## config.mk

```make
export PLATFORM = sky130hd
export DESIGN_NAME = hififo_pio_ctrl
export DESIGN_NICKNAME = d
export VERILOG_FILES = /design/src/rtl/hififo_pkg.sv /design/src/rtl/hififo_irq_fsm.sv /design/src/rtl/hififo_pio_ctrl.sv
export SDC_FILE = /design/constraint.sdc
export NUM_CORES = 1
export LEC_CHECK = 0
export ABC_AREA = 1
export BUFFER_PORTS_ARGS = -buffer_cell sky130_fd_sc_hd__buf_2
export CAP_MARGIN = 15
export CORE_ASPECT_RATIO = 0.75
export CORE_UTILIZATION = 34
export CTS_CLUSTER_SIZE = 14
export DETAILED_ROUTE_END_ITERATION = 8
export PLACE_DENSITY_LB_ADDON = 0.3
export SYNTH_ARGS = -nofsm -noshare
export SYNTH_HDL_FRONTEND = slang
export SYNTH_SLANG_ARGS = --single-unit
export TNS_END_PERCENT = 20
```

## constraint.sdc

```tcl
create_clock -name clock -period 1.14 [get_ports clock]
set_clock_uncertainty 0.05 [all_clocks]
set_input_delay 0 -clock clock [delete_from_list [all_inputs] [get_ports clock]]
set_output_delay 0 -clock clock [all_outputs]
set_load 0.01 [all_outputs]
```

## src/rtl/hififo_pkg.sv

```systemverilog
// Shared definitions for the hififo PIO block: word addresses of the PIO
// registers (also used by pcie_tx and the channel FIFOs) and the encoding
// of the interrupt request state machine.
package hififo_pkg;

  // PIO register word addresses
  localparam int unsigned HIFIFO_REG_ID      = 0;
  localparam int unsigned HIFIFO_REG_ENABLE  = 1;
  localparam int unsigned HIFIFO_REG_PENDING = 2;
  localparam int unsigned HIFIFO_REG_HOLDOFF = 3;

  // Width of the interrupt coalescing holdoff register, in clock cycles
  localparam int unsigned HIFIFO_HOLDOFF_W = 16;

  // Interrupt request state machine encoding
  typedef enum logic [1:0] {
    IRQ_IDLE    = 2'd0,
    IRQ_ASSERT  = 2'd1,
    IRQ_HOLDOFF = 2'd2
  } irq_state_t;

endpackage

```

## src/rtl/hififo_irq_fsm.sv

```systemverilog
// Interrupt request sequencer for the hififo core.
// Raises interrupt_out when fire is seen in IDLE, holds it until the core
// samples interrupt_rdy, then (when HIFIFO_IRQ_COALESCE_EN is defined) waits
// out a holdoff period before it may raise the next request. A raised
// request is never withdrawn, whatever fire does meanwhile.
// Optional feature macro: HIFIFO_IRQ_COALESCE_EN.
module hififo_irq_fsm
  import hififo_pkg::*;
(
  input  logic                        clock,
  input  logic                        reset,
  input  logic                        fire,
  input  logic                        interrupt_rdy,
  input  logic [HIFIFO_HOLDOFF_W-1:0] holdoff,
  output logic                        interrupt_out
);

  irq_state_t state;
  irq_state_t state_next;

`ifdef HIFIFO_IRQ_COALESCE_EN
  logic [HIFIFO_HOLDOFF_W-1:0] cnt;
  logic [HIFIFO_HOLDOFF_W-1:0] cnt_next;

  // Holdoff counter register; loaded on acknowledge, frozen against later
  // holdoff register writes.
  always_ff @(posedge clock) begin
    if (reset) begin
      cnt <= '0;
    end else begin
      cnt <= cnt_next;
    end
  end
`else
  // Holdoff is not used when coalescing is compiled out.
  logic unused_holdoff;
  assign unused_holdoff = ^holdoff;
`endif

  // State register
  always_ff @(posedge clock) begin
    if (reset) begin
      state <= IRQ_IDLE;
    end else begin
      state <= state_next;
    end
  end

  // Next-state logic. HOLDOFF lasts exactly holdoff cycles, so the spacing
  // from acknowledge to the next request is holdoff+2 cycles; a zero holdoff
  // skips HOLDOFF entirely and matches the non-coalescing timing.
  always_comb begin
    state_next = state;
`ifdef HIFIFO_IRQ_COALESCE_EN
    cnt_next   = cnt;
`endif
    case (state)
      IRQ_IDLE: begin
        if (fire) begin
          state_next = IRQ_ASSERT;
        end
      end
      IRQ_ASSERT: begin
        if (interrupt_rdy) begin
`ifdef HIFIFO_IRQ_COALESCE_EN
          if (holdoff == '0) begin
            state_next = IRQ_IDLE;
          end else begin
            state_next = IRQ_HOLDOFF;
            cnt_next   = holdoff;
          end
`else
          state_next = IRQ_IDLE;
`endif
        end
      end
`ifdef HIFIFO_IRQ_COALESCE_EN
      IRQ_HOLDOFF: begin
        cnt_next = cnt - 16'd1;
        if (cnt <= 16'd1) begin
          state_next = IRQ_IDLE;
        end
      end
`endif
      default: begin
        state_next = IRQ_IDLE;
      end
    endcase
  end

  assign interrupt_out = (state == IRQ_ASSERT);

endmodule

```

## src/rtl/hififo_pio_ctrl.sv

```systemverilog
// PIO register file and interrupt controller for the hififo PCIe core.
// Decodes PIO reads/writes from pcie_rx, keeps per-channel pending/enable
// interrupt state plus a software interrupt bit, returns read completions
// to pcie_tx one cycle after the read strobe, and drives the core interrupt
// request through hififo_irq_fsm.
// Optional feature macro: HIFIFO_IRQ_COALESCE_EN (holdoff register 3).
module hififo_pio_ctrl
  import hififo_pkg::*;
#(
  parameter int          NCH      = 4,
  parameter int          ADDR_W   = 13,
  parameter logic [63:0] ID_VALUE = 64'd257
) (
  input  logic              clock,
  input  logic              reset,
  input  logic              wr_valid,
  input  logic              rd_valid,
  input  logic [ADDR_W-1:0] address,
  input  logic [63:0]       wdata,
  input  logic [NCH-1:0]    ch_irq,
  input  logic              interrupt_rdy,
  output logic              interrupt_out,
  output logic              rc_done,
  output logic [63:0]       rc_data
);

  logic                        sel_id;
  logic                        sel_enable;
  logic                        sel_pending;
  logic                        sel_holdoff;
  logic [NCH-1:0]              enable;
  logic [NCH-1:0]              pending;
  logic [NCH-1:0]              pending_next;
  logic [NCH-1:0]              pending_clr;
  logic                        sw;
  logic [HIFIFO_HOLDOFF_W-1:0] holdoff;
  logic [63:0]                 rd_mux;
  logic                        fire;
  logic                        unused_wdata;

  // Only the low bits of wdata land in registers.
  assign unused_wdata = ^wdata;

  assign sel_id      = (address == ADDR_W'(HIFIFO_REG_ID));
  assign sel_enable  = (address == ADDR_W'(HIFIFO_REG_ENABLE));
  assign sel_pending = (address == ADDR_W'(HIFIFO_REG_PENDING));
  assign sel_holdoff = (address == ADDR_W'(HIFIFO_REG_HOLDOFF));

  // Channel interrupt enable register
  always_ff @(posedge clock) begin
    if (reset) begin
      enable <= '0;
    end else if (wr_valid && sel_enable) begin
      enable <= wdata[NCH-1:0];
    end
  end

  // Pending update: W1C first, then new events, so a channel event arriving
  // in the same cycle as its clear keeps the bit set.
  always_comb begin
    pending_clr  = '0;
    if (wr_valid && sel_pending) begin
      pending_clr = wdata[NCH-1:0];
    end
    pending_next = (pending & ~pending_clr) | ch_irq;
  end

  // Channel pending register
  always_ff @(posedge clock) begin
    if (reset) begin
      pending <= '0;
    end else begin
      pending <= pending_next;
    end
  end

  // Software interrupt bit: set via the ID address, cleared via W1C bit NCH
  always_ff @(posedge clock) begin
    if (reset) begin
      sw <= 1'b0;
    end else if (wr_valid && sel_id && wdata[0]) begin
      sw <= 1'b1;
    end else if (wr_valid && sel_pending && wdata[NCH]) begin
      sw <= 1'b0;
    end
  end

`ifdef HIFIFO_IRQ_COALESCE_EN
  // Coalescing holdoff register, in clock cycles
  always_ff @(posedge clock) begin
    if (reset) begin
      holdoff <= '0;
    end else if (wr_valid && sel_holdoff) begin
      holdoff <= wdata[HIFIFO_HOLDOFF_W-1:0];
    end
  end
`else
  assign holdoff = '0;
`endif

  // Read mux over current register contents (pre-write on a same-cycle write)
  always_comb begin
    rd_mux = '0;
    if (sel_id) begin
      rd_mux = ID_VALUE;
    end else if (sel_enable) begin
      rd_mux = 64'(enable);
    end else if (sel_pending) begin
      rd_mux = 64'({sw, pending});
    end else if (sel_holdoff) begin
      rd_mux = 64'(holdoff);
    end
  end

  // Read completion: one-cycle pulse, payload held until the next read
  always_ff @(posedge clock) begin
    if (reset) begin
      rc_done <= 1'b0;
      rc_data <= '0;
    end else begin
      rc_done <= rd_valid;
      if (rd_valid) begin
        rc_data <= rd_mux;
      end
    end
  end

  assign fire = sw | (|(pending & enable));

  hififo_irq_fsm u_irq_fsm (
    .clock         (clock),
    .reset         (reset),
    .fire          (fire),
    .interrupt_rdy (interrupt_rdy),
    .holdoff       (holdoff),
    .interrupt_out (interrupt_out)
  );

endmodule

```

==> flow_summary.json, run 1 <==
{
  "p_leak_uw": 0.000790,
  "clk_pin_slew_ns": 0.06,
  "switchingPower_uw": 377,
  "rows": 19,
  "switching_share": 0.288,
  "port_buffers": 34,
  "die_area_mm2": 0.00414,
  "viasPerCell": 3.74,
  "synth.most_common_cell": "buf_4",
  "h-tree-depth": 1,
  "yosysWarnings": 0,
  "yosysTopAreaCell": "buf_4",
  "required_ns": 1.21,
  "cts_setup_buffers": 0,
  "ant_nets": 0,
  "hp-class": "in -> reg",
  "worstPathArrival_ns": 0.96,
  "powerDensity_mw_per_mm2": 917,
  "critical_path.max_fanout": 3,
  "rsz0062_at_grt": "no",
  "clkPwrFrac": 0.341,
  "ir_worst_vdd_mv": 0.512,
  "seq_area_frac_synth": 0.258,
  "hold_violations": 0,
  "hpwl_um": 1730,
  "root_buffer": "clkbuf_8",
  "setup_viol": 0,
  "status": "finished clean",
  "synth_common_cells": "59 x buf_4, 22 x nand2_1, 17 x dfxtp_1",
  "fin_nets": 301,
  "grt_first_pass_wirelength_um": 3600,
  "worst_skew_pair.late_latency_ns": 0.25,
  "start_util": 0.358,
  "grt_max_degree": 19,
  "start_kind": "register",
  "finalSetupTns_ns": 0,
  "total_power_uw": 1310,
  "grt_pass1_vias": 813,
  "async_reset_ff_frac": 0,
  "cts_buffer_depth": 2,
  "dr.first_iter.drc_count": 17,
  "min_period_ns": 0.889,
  "fmaxAchievable_mhz": 1120,
  "seq_power_share": 0.473,
  "grt_remaining_overflow": 0,
  "drive_gt1_frac": 0.229,
  "worst-setup-path-type": "reg -> reg",
  "internal_power_uw": 933,
  "core-area_mm2": 0.00368,
  "cts-buffers-inserted": 3,
  "synth_top_area_frac": 0.336,
  "syn_area_mm2": 0.00132,
  "firstDrtPassIters": 5,
  "period_share": 0.780,
  "synth_area_leaders": "buf_4 34%, dfxtp_1 26%, nand2_1 6.3%, a21oi_1 5.3%, nor2_8 4.5%",
  "wire_per_inst_um": 8.25,
  "synth.distinct_cells": 22,
  "io-pin-count": 152,
  "cap_violations": 0,
  "area_delta_synth_final_pct": 8.25,
  "combPwrFrac": 0.187,
  "final-max-slew-violation-count": 0,
  "cts_tree": "done",
  "grt_usage": 0.116,
  "wirelength_um": 2190,
  "nFillCells": 421,
  "ys_ff_latch": 17,
  "via_count": 996,
  "die-width_um": 74.0,
  "fp.dieH_um": 56.0,
  "drc_errors": 0,
  "dpl_worst_slack_ns": 0.0264,
  "cts_sinks": 17,
  "antenna_found_initial": 0,
  "setup_ws_ns": 0.251,
  "synth_cells": 172,
  "place_congestion": 0.807,
  "synth.avg_cell_area_um2": 7.67,
  "synth_edf_count": 0,
  "synthFlopType": "dfxtp_1",
  "cp-end-kind": "register",
  "antenna_cells": 0
}
[through the flow]
step / hold WS [ns] / instances / area [um2] / utilization
2_1_floorplan: 0.0191 / 229 / 1530 / -
3_3_place_gp: 0.191 / 254 / 1300 / 0.354
3_5_place_dp: 0.196 / 254 / 1300 / 0.354
4_1_cts: 0.00147 / 266 / 1430 / 0.388
5_1_grt: 0.0174 / 266 / 1430 / 0.388
6_report: 0.000154 / 266 / 1430 / 0.388
[logic make-up after synthesis]
| kind of cell | after synthesis | share of synthesized area |
|---|---|---|
| and+or+nand+nor | 60 | 0.269 |
| AOI/OAI and AO/OA | 20 | 0.0806 |
| buffers and inverters | 74 | 0.390 |
| DFF | 17 | 0.258 |
| other | 1 | 0.00284 |
[final timing paths]
| kind | start | to | slack (ns) | depth (start not counted) |
|---|---|---|---|---|
| worst max-delay path | pending[3]$_SDFF_PP0_ | u_irq_fsm.state[0]$_SDFFE_PP0P_ | 0.25 | 2 |
| worst min-delay path | rd_valid | rc_data[3]$_SDFFE_PP0P_ | 0.0002 | 3 |
| worst max register to register | pending[3]$_SDFF_PP0_ | u_irq_fsm.state[0]$_SDFFE_PP0P_ | 0.25 | 2 |
| worst min register to register | rc_data[1]$_SDFFE_PP0P_ | rc_data[1]$_SDFFE_PP0P_ | 0.41 | 2 |
[area by class of cell]
| cell class | count | area, um2 | share of cell area |
|---|---|---|---|
| repair buffers | 42 | 250 | 0.175 |
| well taps | 52 | 65.1 | 0.0455 |
| inverters | 13 | 48.8 | 0.0342 |
| clock buffers | 4 | 45.0 | 0.0315 |
| flip-flops and latches | 17 | 340 | 0.238 |
| multi-input cells | 138 | 679 | 0.475 |
[cell usage in the layout, fill, tap and decap left out, types with 2 or more instances in the layout]
cell type / count
nand4_1: 8
nor2_2: 2
o21ai_1: 3
buf_2: 34
nor2_8: 3
nor2_1: 9
dfxtp_1: 17
inv_1: 12
a21oi_1: 14
nand2_1: 22
dlygate4sd3_1: 8
nand2_4: 3
clkbuf_8: 3
nand3_1: 10
conb_1: 58
[sequential cells by signal (all words and copies together) (netlist names)]
signal / cells
u_irq_fsm.state: 1
sw: 1
pending: 4
rc_data: 6
rc_done: 1
enable: 4
[layer usage]
metal,GRT usage,vias to the layer above,share of wire
li1,-,518,-
met2,0.169,45,0.46
met3,0.0453,0,0.073
met1,0.160,433,0.46
met5,0,-,0
met4,0.0247,0,0
[worst max-delay path: stages (launching register included)]
cell and delay (ns):
dfxtp_1 0.33, a211oi_1 0.25, a41oi_1 0.13
[power groups by stage]
| stage | sequential (uW) | combinational (uW) | clock (uW) |
|---|---|---|---|
| floorplan | 633 | 305 | 0 |
| global placement | 633 | 221 | 0 |
| detailed placement | 633 | 221 | 0 |
| CTS | 619 | 242 | 460 |
| global route | 621 | 276 | 490 |
| finish | 619 | 245 | 447 |
[what timing repair did]
| item | 4_1_cts | 5_1_grt |
|---|---|---|
| hold buffers | 8 | 0 |
| endpoints found under the hold margin | 8 | 0 |
| gates resized for setup | 0 | 0 |
(Power assumes the default switching activity.)
==> run 2: changes to the inputs <==
--- a/config.mk
+++ b/config.mk
@@ -5,11 +5,11 @@
 export SDC_FILE = /design/constraint.sdc
 export NUM_CORES = 1
 export LEC_CHECK = 0
-export ABC_AREA = 1
+export ABC_AREA = 0
 export BUFFER_PORTS_ARGS = -buffer_cell sky130_fd_sc_hd__buf_2
 export CAP_MARGIN = 15
 export CORE_ASPECT_RATIO = 0.75
-export CORE_UTILIZATION = 34
+export CORE_UTILIZATION = 29
 export CTS_CLUSTER_SIZE = 14
 export DETAILED_ROUTE_END_ITERATION = 8
 export PLACE_DENSITY_LB_ADDON = 0.3
==> constraint.sdc (replaced) <==
create_clock -name clock -period 0.8 [get_ports clock]
set_clock_uncertainty 0.05 [all_clocks]
set_input_delay 0 -clock clock [delete_from_list [all_inputs] [get_ports clock]]
set_output_delay 0 -clock clock [all_outputs]
set_load 0.01 [all_outputs]
==> run 2 against run 1 <==
Effect of this change: via count is 3.2% lower; synthesized cell count is 19% lower; critical endpoint is now rc_data[3]$_SDFFE_PP0P_; the flow now finishes with violations (hold timing, setup timing); power is 46% higher; largest power group unchanged; count of clock-buffer cells in the layout stayed put; routed wire length is 11% higher; highest routed layer unchanged.
==> flow_summary.json, run 2 <==
{
  "critical_path.max_fanout": 5,
  "synth_xor_area_frac": 0,
  "root_buffer": "clkbuf_8",
  "start_util": 0.316,
  "worstPathArrival_ns": 1.38,
  "place_congestion": 0.759,
  "worst-setup-path-type": "in -> reg",
  "largest_reg_flops": 6,
  "cts-buffers-inserted": 3,
  "synth_area_leaders": "buf_4 36%, dfxtp_1 28%, mux2i_1 3.3%, nor2_1 3.1%, a311oi_1 2.9%",
  "grt_first_pass_wirelength_um": 3750,
  "p_leak_uw": 0.000738,
  "fin_nets": 287,
  "yosysWarnings": 0,
  "setup_viol": 17,
  "cts_buffer_depth": 2,
  "rsz0062_at_grt": "yes",
  "synth_adder_area_share": 0,
  "ir_worst_vdd_mv": 0.440,
  "synth_top_area_frac": 0.362,
  "hp-class": "in -> reg",
  "cts_tree": "done",
  "nFillCells": 407,
  "register_area_um2": 344,
  "period_share": 1.58,
  "switching_share": 0.285,
  "synth_top_family_by_area": "buffers and inverters",
  "final_cell_count_no_fill": 252,
  "seq_power_share": 0.458,
  "status": "finished, violations left",
  "die-width_um": 76.4,
  "drive_gt1_frac": 0.325,
  "grt_usage": 0.110,
  "async_reset_ff_frac": 0,
  "syn_area_mm2": 0.00120,
  "synth_edf_count": 0,
  "via_count": 964,
  "switchingPower_uw": 544,
  "antenna_cells": 0,
  "firstDrtPassIters": 8,
  "viasPerCell": 3.83,
  "grt_max_degree": 18,
  "die_area_mm2": 0.00441,
  "cp-end-kind": "register",
  "wirelength_um": 2440,
  "core-area_mm2": 0.00380,
  "setup_ws_ns": -0.468,
  "fmaxAchievable_mhz": 789,
  "rows": 19,
  "regMostFlops": "rc_data",
  "hold_violations": 1,
  "critPathSlowestCell": "or4_4",
  "yosysTopAreaCell": "buf_4",
  "synth.distinct_cells": 32,
  "place_inst": 240,
  "holdBufCountCts": 8,
  "synth.avg_cell_area_um2": 8.59,
  "fp.dieH_um": 57.8,
  "dr.first_iter.drc_count": 43,
  "synthFlopType": "dfxtp_1",
  "synth_cells": 140,
  "final-max-slew-violation-count": 0,
  "clk_pin_slew_ns": 0.07,
  "cts_sinks": 17,
  "drc_errors": 0,
  "ant_nets": 0,
  "hpwl_um": 1910,
  "cap_violations": 0,
  "powerDensity_mw_per_mm2": 1250,
  "synth.most_common_cell": "buf_4",
  "worst_skew_pair.late_latency_ns": 0.25,
  "antenna_found_initial": 0,
  "crit_chain": "buf_6 > or4_4 > or3_4 > o32ai_2",
  "min_period_ns": 1.27,
  "area_delta_synth_final_pct": 27.1,
  "synth_common_cells": "58 x buf_4, 17 x dfxtp_1, 10 x nor2_1",
  "finalSetupTns_ns": -5.78,
  "ys_ff_latch": 17,
  "cpPeakStageDelay_ns": 0.56,
  "combPwrFrac": 0.199,
  "io-pin-count": 152,
  "yosys.area_share.simple": 0.162,
  "h-tree-depth": 1,
  "wire_per_inst_um": 9.68,
  "port_buffers": 34,
  "required_ns": 0.92,
  "final_common_cell": "conb_1",
  "clkPwrFrac": 0.343,
  "internal_power_uw": 1370,
  "reg.largest.list": "rc_data: 6 flops, enable: 4 flops, pending: 4 flops",
  "violations": "hold timing, setup timing",
  "final_cell_mix": "58 x conb_1, 30 x buf_2, 17 x buf_4",
  "synth_compound_area_frac": 0.131,
  "hold_ws_ns": -0.107,
  "seq_area_frac_synth": 0.283,
  "grt_pass1_vias": 819,
  "start_kind": "input port",
  "multi_input_area_um2": 648,
  "grt_remaining_overflow": 0,
  "synth_mux_area_frac": 0.0333
}
[run 2: stage by stage]
stage	hold slack (ns)	util	setup slack [ns]	power (uW)	cell area (um2)
floorplan	0.0587	-	-0.608	1290	1420
global placement	0.165	0.352	-0.755	1220	1340
detailed placement	0.172	0.352	-0.730	1220	1340
CTS	-0.105	0.393	-0.459	1910	1490
global route	-0.102	0.402	-0.499	2000	1530
finish	-0.107	0.402	-0.468	1910	1530
[run 2: metal layers]
| metal | wire length (um) | global-route usage |
|---|---|---|
| met5 | 0 | 0 |
| met4 | 0 | 0.0165 |
| met2 | 1090 | 0.167 |
| met1 | 1120 | 0.146 |
| met3 | 228 | 0.0520 |
[run 2: layout make-up]
class                           count  share of cell area
Clock buffer                        4              0.0295
Inverter                            6              0.0147
Multi-Input combinational cell    114               0.424
Sequential cell                    17               0.225
Tap cell                           52              0.0426
Timing Repair Buffer               59               0.264
[run 2: power groups by stage]
stage,registers [uW],clock network [uW],logic (uW)
floorplan,893,0,399
global placement,896,0,327
detailed placement,895,0,328
global route,877,698,423
CTS,876,667,368
finish,875,655,381
[run 2: path summary, 6_finish.rpt]
kind	startpoint	end	slack [ns]	cells past startpoint
worst max-delay path	address[6]	rc_data[3]$_SDFFE_PP0P_	-0.47	4
worst min-delay path	interrupt_rdy	u_irq_fsm.state[0]$_SDFFE_PP0P_	-0.11	2
worst min register to register	u_irq_fsm.state[0]$_SDFFE_PP0P_	u_irq_fsm.state[0]$_SDFFE_PP0P_	0.41	1
worst max register to register	pending[2]$_SDFF_PP0_	rc_data[2]$_SDFFE_PP0P_	-0.23	3
[run 2: cells by family (layout without fill, tap and decap cells)]
family          after synthesis  count (layout)
compound gates               21              21
buf+inv                      66              69
flops                        17              17
mux                           4               4
other cells                   1              58
simple gates                 31              31
[run 2: worst max-delay path, delay by kind of cell]
family	cells	cell delay, ns
buf+inv	1	0.09
simple gates	2	1.02
compound gates	1	0.27
[run 2: repair_timing]
action / 4_1_cts / 5_1_grt
buffers inserted: 0 / 0
endpoints found under the setup margin: 17 / 21
gates resized for setup: 7 / 6
pin swaps: 10 / 5
hold endpoints to repair: 10 / 1
